**config.mk**
```make
export PLATFORM = sky130hd
export DESIGN_NAME = conv_mac_pipe
export DESIGN_NICKNAME = d
export VERILOG_FILES = /design/src/rtl/conv_acc_pkg.sv /design/src/rtl/conv_mul_pipe.sv /design/src/rtl/conv_mac_pipe.sv
export SDC_FILE = /design/constraint.sdc
export NUM_CORES = 1
export LEC_CHECK = 0
export BUFFER_PORTS_ARGS = -buffer_cell sky130_fd_sc_hd__buf_2
export CAP_MARGIN = 15
export CELL_PAD_IN_SITES_DETAIL_PLACEMENT = 1
export CELL_PAD_IN_SITES_GLOBAL_PLACEMENT = 2
export CORE_UTILIZATION = 30
export CTS_BUF_LIST = sky130_fd_sc_hd__clkbuf_4 sky130_fd_sc_hd__clkbuf_8
export CTS_CLUSTER_SIZE = 12
export DETAILED_ROUTE_END_ITERATION = 10
export PLACE_DENSITY_LB_ADDON = 0.1
export SLEW_MARGIN = 20
export SYNTH_ARGS = -nofsm -noshare
export SYNTH_HDL_FRONTEND = slang
export SYNTH_HIERARCHICAL = 1
export SYNTH_SLANG_ARGS = --single-unit
```
**constraint.sdc**
```tcl
create_clock -name clk -period 9.9 [get_ports clk]
set_input_delay 0.99 -clock clk [delete_from_list [all_inputs] [get_ports clk]]
set_output_delay 0.99 -clock clk [all_outputs]
set_load 0.03 [all_outputs]
```
**src/rtl/conv_acc_pkg.sv**
```systemverilog
// Shared types and helpers for the conv MAC datapath.
package conv_acc_pkg;

   // Handshake sideband carried down the multiplier pipeline with each product.
   typedef struct packed {
      logic valid;
      logic first;
      logic last;
   } beat_t;

   // Signed saturation bound for a w-bit result (w <= 64); the caller keeps the low w bits.
   function automatic logic [63:0] sat_bound(input int w, input logic neg);
      logic [63:0] mag;
      mag = (64'd1 << (w - 1)) - 64'd1;
      return neg ? ~mag : mag;
   endfunction

endpackage

```
**src/rtl/conv_mul_pipe.sv**
```systemverilog
// Signedness-aware multiplier followed by a NUM_STAGE register chain with a shared enable.
module conv_mul_pipe
   import conv_acc_pkg::*;
#(
   parameter int A_W       = 16,
   parameter int B_W       = 16,
   parameter bit B_SIGNED  = 1'b0,
   parameter int NUM_STAGE = 3
) (
   input  logic                          clk,
   input  logic                          reset,
   input  logic                          en,
   input  beat_t                         beat_i,
   input  logic signed [A_W-1:0]         a_i,
   input  logic        [B_W-1:0]         b_i,
   output beat_t                         beat_o,
   output logic signed [A_W+B_W:0]       p_o
);

   localparam int P_W = A_W + B_W + 1;

   logic signed [B_W:0]     b_ext;
   logic signed [P_W-1:0]   p_d;
   beat_t [NUM_STAGE-1:0]   beat_q;
   logic signed [P_W-1:0]   p_q [NUM_STAGE];

   // b gets one extra bit so both modes become a signed multiply of exact width P_W.
   assign b_ext = B_SIGNED ? $signed({b_i[B_W-1], b_i}) : $signed({1'b0, b_i});
   assign p_d   = a_i * b_ext;

   // Product/beat shift chain; the whole chain holds when en is low.
   always_ff @(posedge clk) begin
      if (reset) begin
         for (int i = 0; i < NUM_STAGE; i++) begin
            beat_q[i] <= '0;
            p_q[i]    <= '0;
         end
      end else if (en) begin
         beat_q[0] <= beat_i;
         p_q[0]    <= p_d;
         for (int i = 1; i < NUM_STAGE; i++) begin
            beat_q[i] <= beat_q[i-1];
            p_q[i]    <= p_q[i-1];
         end
      end
   end

   assign beat_o = beat_q[NUM_STAGE-1];
   assign p_o    = p_q[NUM_STAGE-1];

endmodule

```
**src/rtl/conv_mac_pipe.sv**
```systemverilog
// Pipelined multiply-accumulate with group framing, saturation and a valid/ready output register.
module conv_mac_pipe
   import conv_acc_pkg::*;
#(
   parameter int A_W       = 16,
   parameter int B_W       = 16,
   parameter bit B_SIGNED  = 1'b0,
   parameter int NUM_STAGE = 3,
   parameter int ACC_W     = 40,
   parameter int OUT_W     = 32,
   parameter bit ACC_EN    = 1'b1,
   parameter bit SAT       = 1'b1
) (
   input  logic                    clk,
   input  logic                    reset,
   input  logic                    in_valid,
   output logic                    in_ready,
   input  logic signed [A_W-1:0]   a,
   input  logic        [B_W-1:0]   b,
   input  logic                    first,
   input  logic                    last,
   output logic                    out_valid,
   input  logic                    out_ready,
   output logic signed [OUT_W-1:0] out_data,
   output logic                    out_sat
);

   localparam int P_W = A_W + B_W + 1;

   beat_t                   in_beat, m_beat;
   logic signed [P_W-1:0]   m_p;
   logic signed [ACC_W-1:0] p_ext, acc_d, acc_q;
   logic [ACC_W-OUT_W:0]    hi;
   logic                    advance, ovf, emit;
   logic [OUT_W-1:0]        res;
   logic                    out_valid_q, out_sat_q;
   logic signed [OUT_W-1:0] out_data_q;

   // Global stall: nothing moves while a result is waiting on downstream.
   assign advance  = !out_valid_q || out_ready;
   assign in_ready = advance;

   // Pack the input sideband for the multiplier chain.
   always_comb begin
      in_beat       = '0;
      in_beat.valid = in_valid;
      in_beat.first = first;
      in_beat.last  = last;
   end

   conv_mul_pipe #(
      .A_W(A_W), .B_W(B_W), .B_SIGNED(B_SIGNED), .NUM_STAGE(NUM_STAGE)
   ) u_mul (
      .clk(clk), .reset(reset), .en(advance),
      .beat_i(in_beat), .a_i(a), .b_i(b),
      .beat_o(m_beat), .p_o(m_p)
   );

   // Next accumulator value, overflow detection and the clamped/truncated result.
   always_comb begin
      p_ext = ACC_W'(m_p);
      acc_d = (m_beat.first || !ACC_EN) ? p_ext : acc_q + p_ext;
      // Fits in OUT_W signed iff all bits from OUT_W-1 upward agree.
      hi    = acc_d[ACC_W-1:OUT_W-1];
      ovf   = !((&hi) || !(|hi));
      res   = (SAT && ovf) ? OUT_W'(sat_bound(OUT_W, acc_d[ACC_W-1])) : acc_d[OUT_W-1:0];
      emit  = m_beat.valid && (m_beat.last || !ACC_EN);
   end

   // Accumulator and output register; both freeze during a stall.
   always_ff @(posedge clk) begin
      if (reset) begin
         acc_q       <= '0;
         out_valid_q <= 1'b0;
         out_data_q  <= '0;
         out_sat_q   <= 1'b0;
      end else if (advance) begin
         if (m_beat.valid) acc_q <= acc_d;
         if (emit) begin
            out_valid_q <= 1'b1;
            out_data_q  <= res;
            out_sat_q   <= SAT && ovf;
         end else begin
            out_valid_q <= 1'b0;
         end
      end
   end

   assign out_valid = out_valid_q;
   assign out_data  = out_data_q;
   assign out_sat   = out_sat_q;

endmodule
```
==> metrics.txt <==
DR DRC count=0; first-pass GRT wire length=86700 um; sequential area share after synthesis=0.242; hold path startpoint=out_data[31]; post-CTS sizing=0; largest net degree at the start of global routing=84; CP max FO=16; Sequential Power Share=0.173; top-area cell type share of the netlist area=0.204; CTS tree=yes; met2 wire length=25400 um; DIE AREA=0.0649 mm2; WL final=52900 um; placed cell areas=0.0199 mm2; Vias/cell=4.78; NetSw=0.00303 W; DIE HEIGHT=255 um; HP Class=reg -> reg; highest metal used=met4; via count of the routed design=14200; Tot Pwr=0.00594 W; Final HPWL DP=41900 um; Starting Density=0.304; total grt overflow=0; Yosys top cell by area=fa_1; met3 routed WL=771 um; internal power=0.00291 W; Placement Setup Slack=3.00 ns; deepest level of the CTS H-tree=4; R2R Path End=out_data[5]; Startpoint Class=input port; peak supply drop=0.226 mV; fin crit period=6.33 ns; Tcrit/Tclk final=0.639; Final nets=2508; fin worst setup slack=3.57 ns; Max Cap Viol=0; M1 WL=26000 um; Net Sw Frac=0.510; GPL Wtd Cong=0.784; Synth Instances=2146; setup TNS after final layout=0 ns; DRT Pass-1 Iters=5; final setup fails=0; Pwr Density=292 mW/mm2; Reg2Reg Launch Point=u_mul/p_q[0][98]; IO Pins=73; Hold Path End=out_data[31]; area delta synth->final=6.22%; wire length per cell=17.8 um; CTS max path bufs=2; Num CTS Buffers=17; vias in the first global route=15700; EDFF count, synth=99; Worst-Skew Late Latency=0.50 ns; status=finished clean; setup repair bufs after CTS=0; Worst EP arrival=6.55 ns; clock-pin slew on the worst setup and hold paths=0.11 ns; pins over their slew limit=0; gr usage total=0.170; critical path type=in -> reg; cell chosen for the clock root=clkbuf_8; total core area=0.0631 mm2; R2R cell count=12; CTS Hold Bufs=0; Gate power share=0.736; Worst R2R Setup Slack=5.45 ns; RSZ-0062 raised after global routing=no; post-synthesis net count=2540; Worst-Margin Slew=1.04 ns; Final Hold Vio Count=0; share of post-route cells with drive strength above 1=0.0837; synth warn=6; site row count=92; Die X-Extent=255 um; ys flop type=edfxtp_1; Avg Cell Area, Syn=8.93 um2; Yosys cell types=95; Final ANT Viol Nets=0; initial antenna violation count=1; crit path capture type=register; largest cells by area after synthesis=fa_1, edfxtp_1, ha_1; Leak=9.36 nW; Worst Path Required=10.12 ns; worst clock skew=0.0230 ns; synthesized area=0.0192 mm2; Num Clock Sinks=182; Max Freq=0.158 GHz; clock network power share=0.091; Yosys reg bits=182; number of buffers added on ports=72; 1st-iter DRT viols=653; Synth async-reset ratio=0; Cells on Worst Hold Path=2; post-route cell area=0.0204 mm2; slew margin rel.=0.308
-- synthesized netlist by cell type, drive strengths merged (10+ instances only) --
cell type and n:
a211oi 21, o211ai 15, ha 161, o21a 11, dfxtp 83, fa 195
xor2 22, and2 187, inv 278, o22ai 24, o21ai 85, xnor2 23
edfxtp 99, o32ai 10, a21o 19, nand2b 27, nand4 23, a21oi 85
nand3 13, nor3 43, nor2 178, clkbuf 80, nand2 272, buf 53
mux2i 19
-- sequential cells by signal, indices dropped and copies added, names as in the netlist --
name          count
out_data         32
u_mul/beat_o      3
u_mul/p_q        99
out_sat           1
acc_q            40
u_mul/beat_q      6
out_valid         1
-- routing by layer --
layer	global-route usage	up-vias
met3	0.0138	35
li1	-	6945
met4	0.0380	0
met1	0.227	7111
met5	0	-
met2	0.296	131
-- cells by family after synthesis --
family / Yosys count / synth area share
buf+inv: 414 / 0.0940
compound gates: 338 / 0.122
fa+ha+maj: 356 / 0.309
simple gates: 789 / 0.201
xor+xnor: 45 / 0.0206
mux: 22 / 0.0119
flops: 182 / 0.242
-- cell type report --
class | count | area, um2
Fill cell | 7494 | 42700
Multi-Input combinational cell | 1550 | 12700
Sequential cell | 182 | 4640
Tap cell | 846 | 1060
Inverter | 280 | 1050
Timing Repair Buffer | 83 | 443
Clock buffer | 17 | 234
Clock inverter | 15 | 181
Antenna cell | 1 | 2.50
-- cell usage in the layout, fill, tap and decap left out, types with 72 or more instances in the layout --
cell type,n
o21ai_0,77
edfxtp_1,99
inv_1,278
buf_2,72
a21oi_1,83
ha_1,161
nor2_1,178
and2_1,185
nand2_1,270
dfxtp_1,82
fa_1,195
-- worst max path at each step --
stage / slack [ns] / startpoint / to / depth (start not counted)
after detailed placement: 3.00 / b[7] / u_mul/p_q[0][28] / 20
after global routing: 3.23 / a[7] / u_mul/p_q[0][28] / 20
after global placement: 3.01 / a[15] / u_mul/p_q[0][28] / 18
after floorplan: 3.73 / b[7] / u_mul/p_q[0][23] / 19
after CTS: 3.58 / a[15] / u_mul/p_q[0][28] / 18
final: 3.57 / b[7] / u_mul/p_q[0][28] / 20
-- power by group through the flow --
stage	clock network (W)	logic (W)	registers (W)
final	0.000540	0.00437	0.00103
after global routing	0.000594	0.00503	0.00104
after CTS	0.000570	0.00445	0.00103
after detailed placement	0	0.00441	0.00105
after global placement	0	0.00442	0.00104
after floorplan	0	0.00335	0.00103
-- worst max-delay path, stage by stage --
cell,delay [ns]
buf_2,0.35
nand2_1,0.15
fa_1,0.56
inv_1,0.05
fa_1,0.50
inv_1,0.05
fa_1,0.55
inv_1,0.06
fa_1,0.45
fa_1,0.49
inv_1,0.04
fa_1,0.47
inv_1,0.04
ha_1,0.36
nand2_1,0.08
o21ai_1,0.37
o2111ai_1,0.23
o21ai_1,0.36
mux2i_1,0.23
o21ai_0,0.14
-- through the flow --
stage                     cells  hold slack (ns)  utilization
after floorplan            2146            0.440            -
after global placement     2941            0.444        0.316
after detailed placement   2941            0.454        0.316
after CTS                  2973            0.474        0.323
after global routing       2974            0.480        0.323
final                      2974            0.470        0.323
Note: power is estimated with default switching activity, not from simulation.
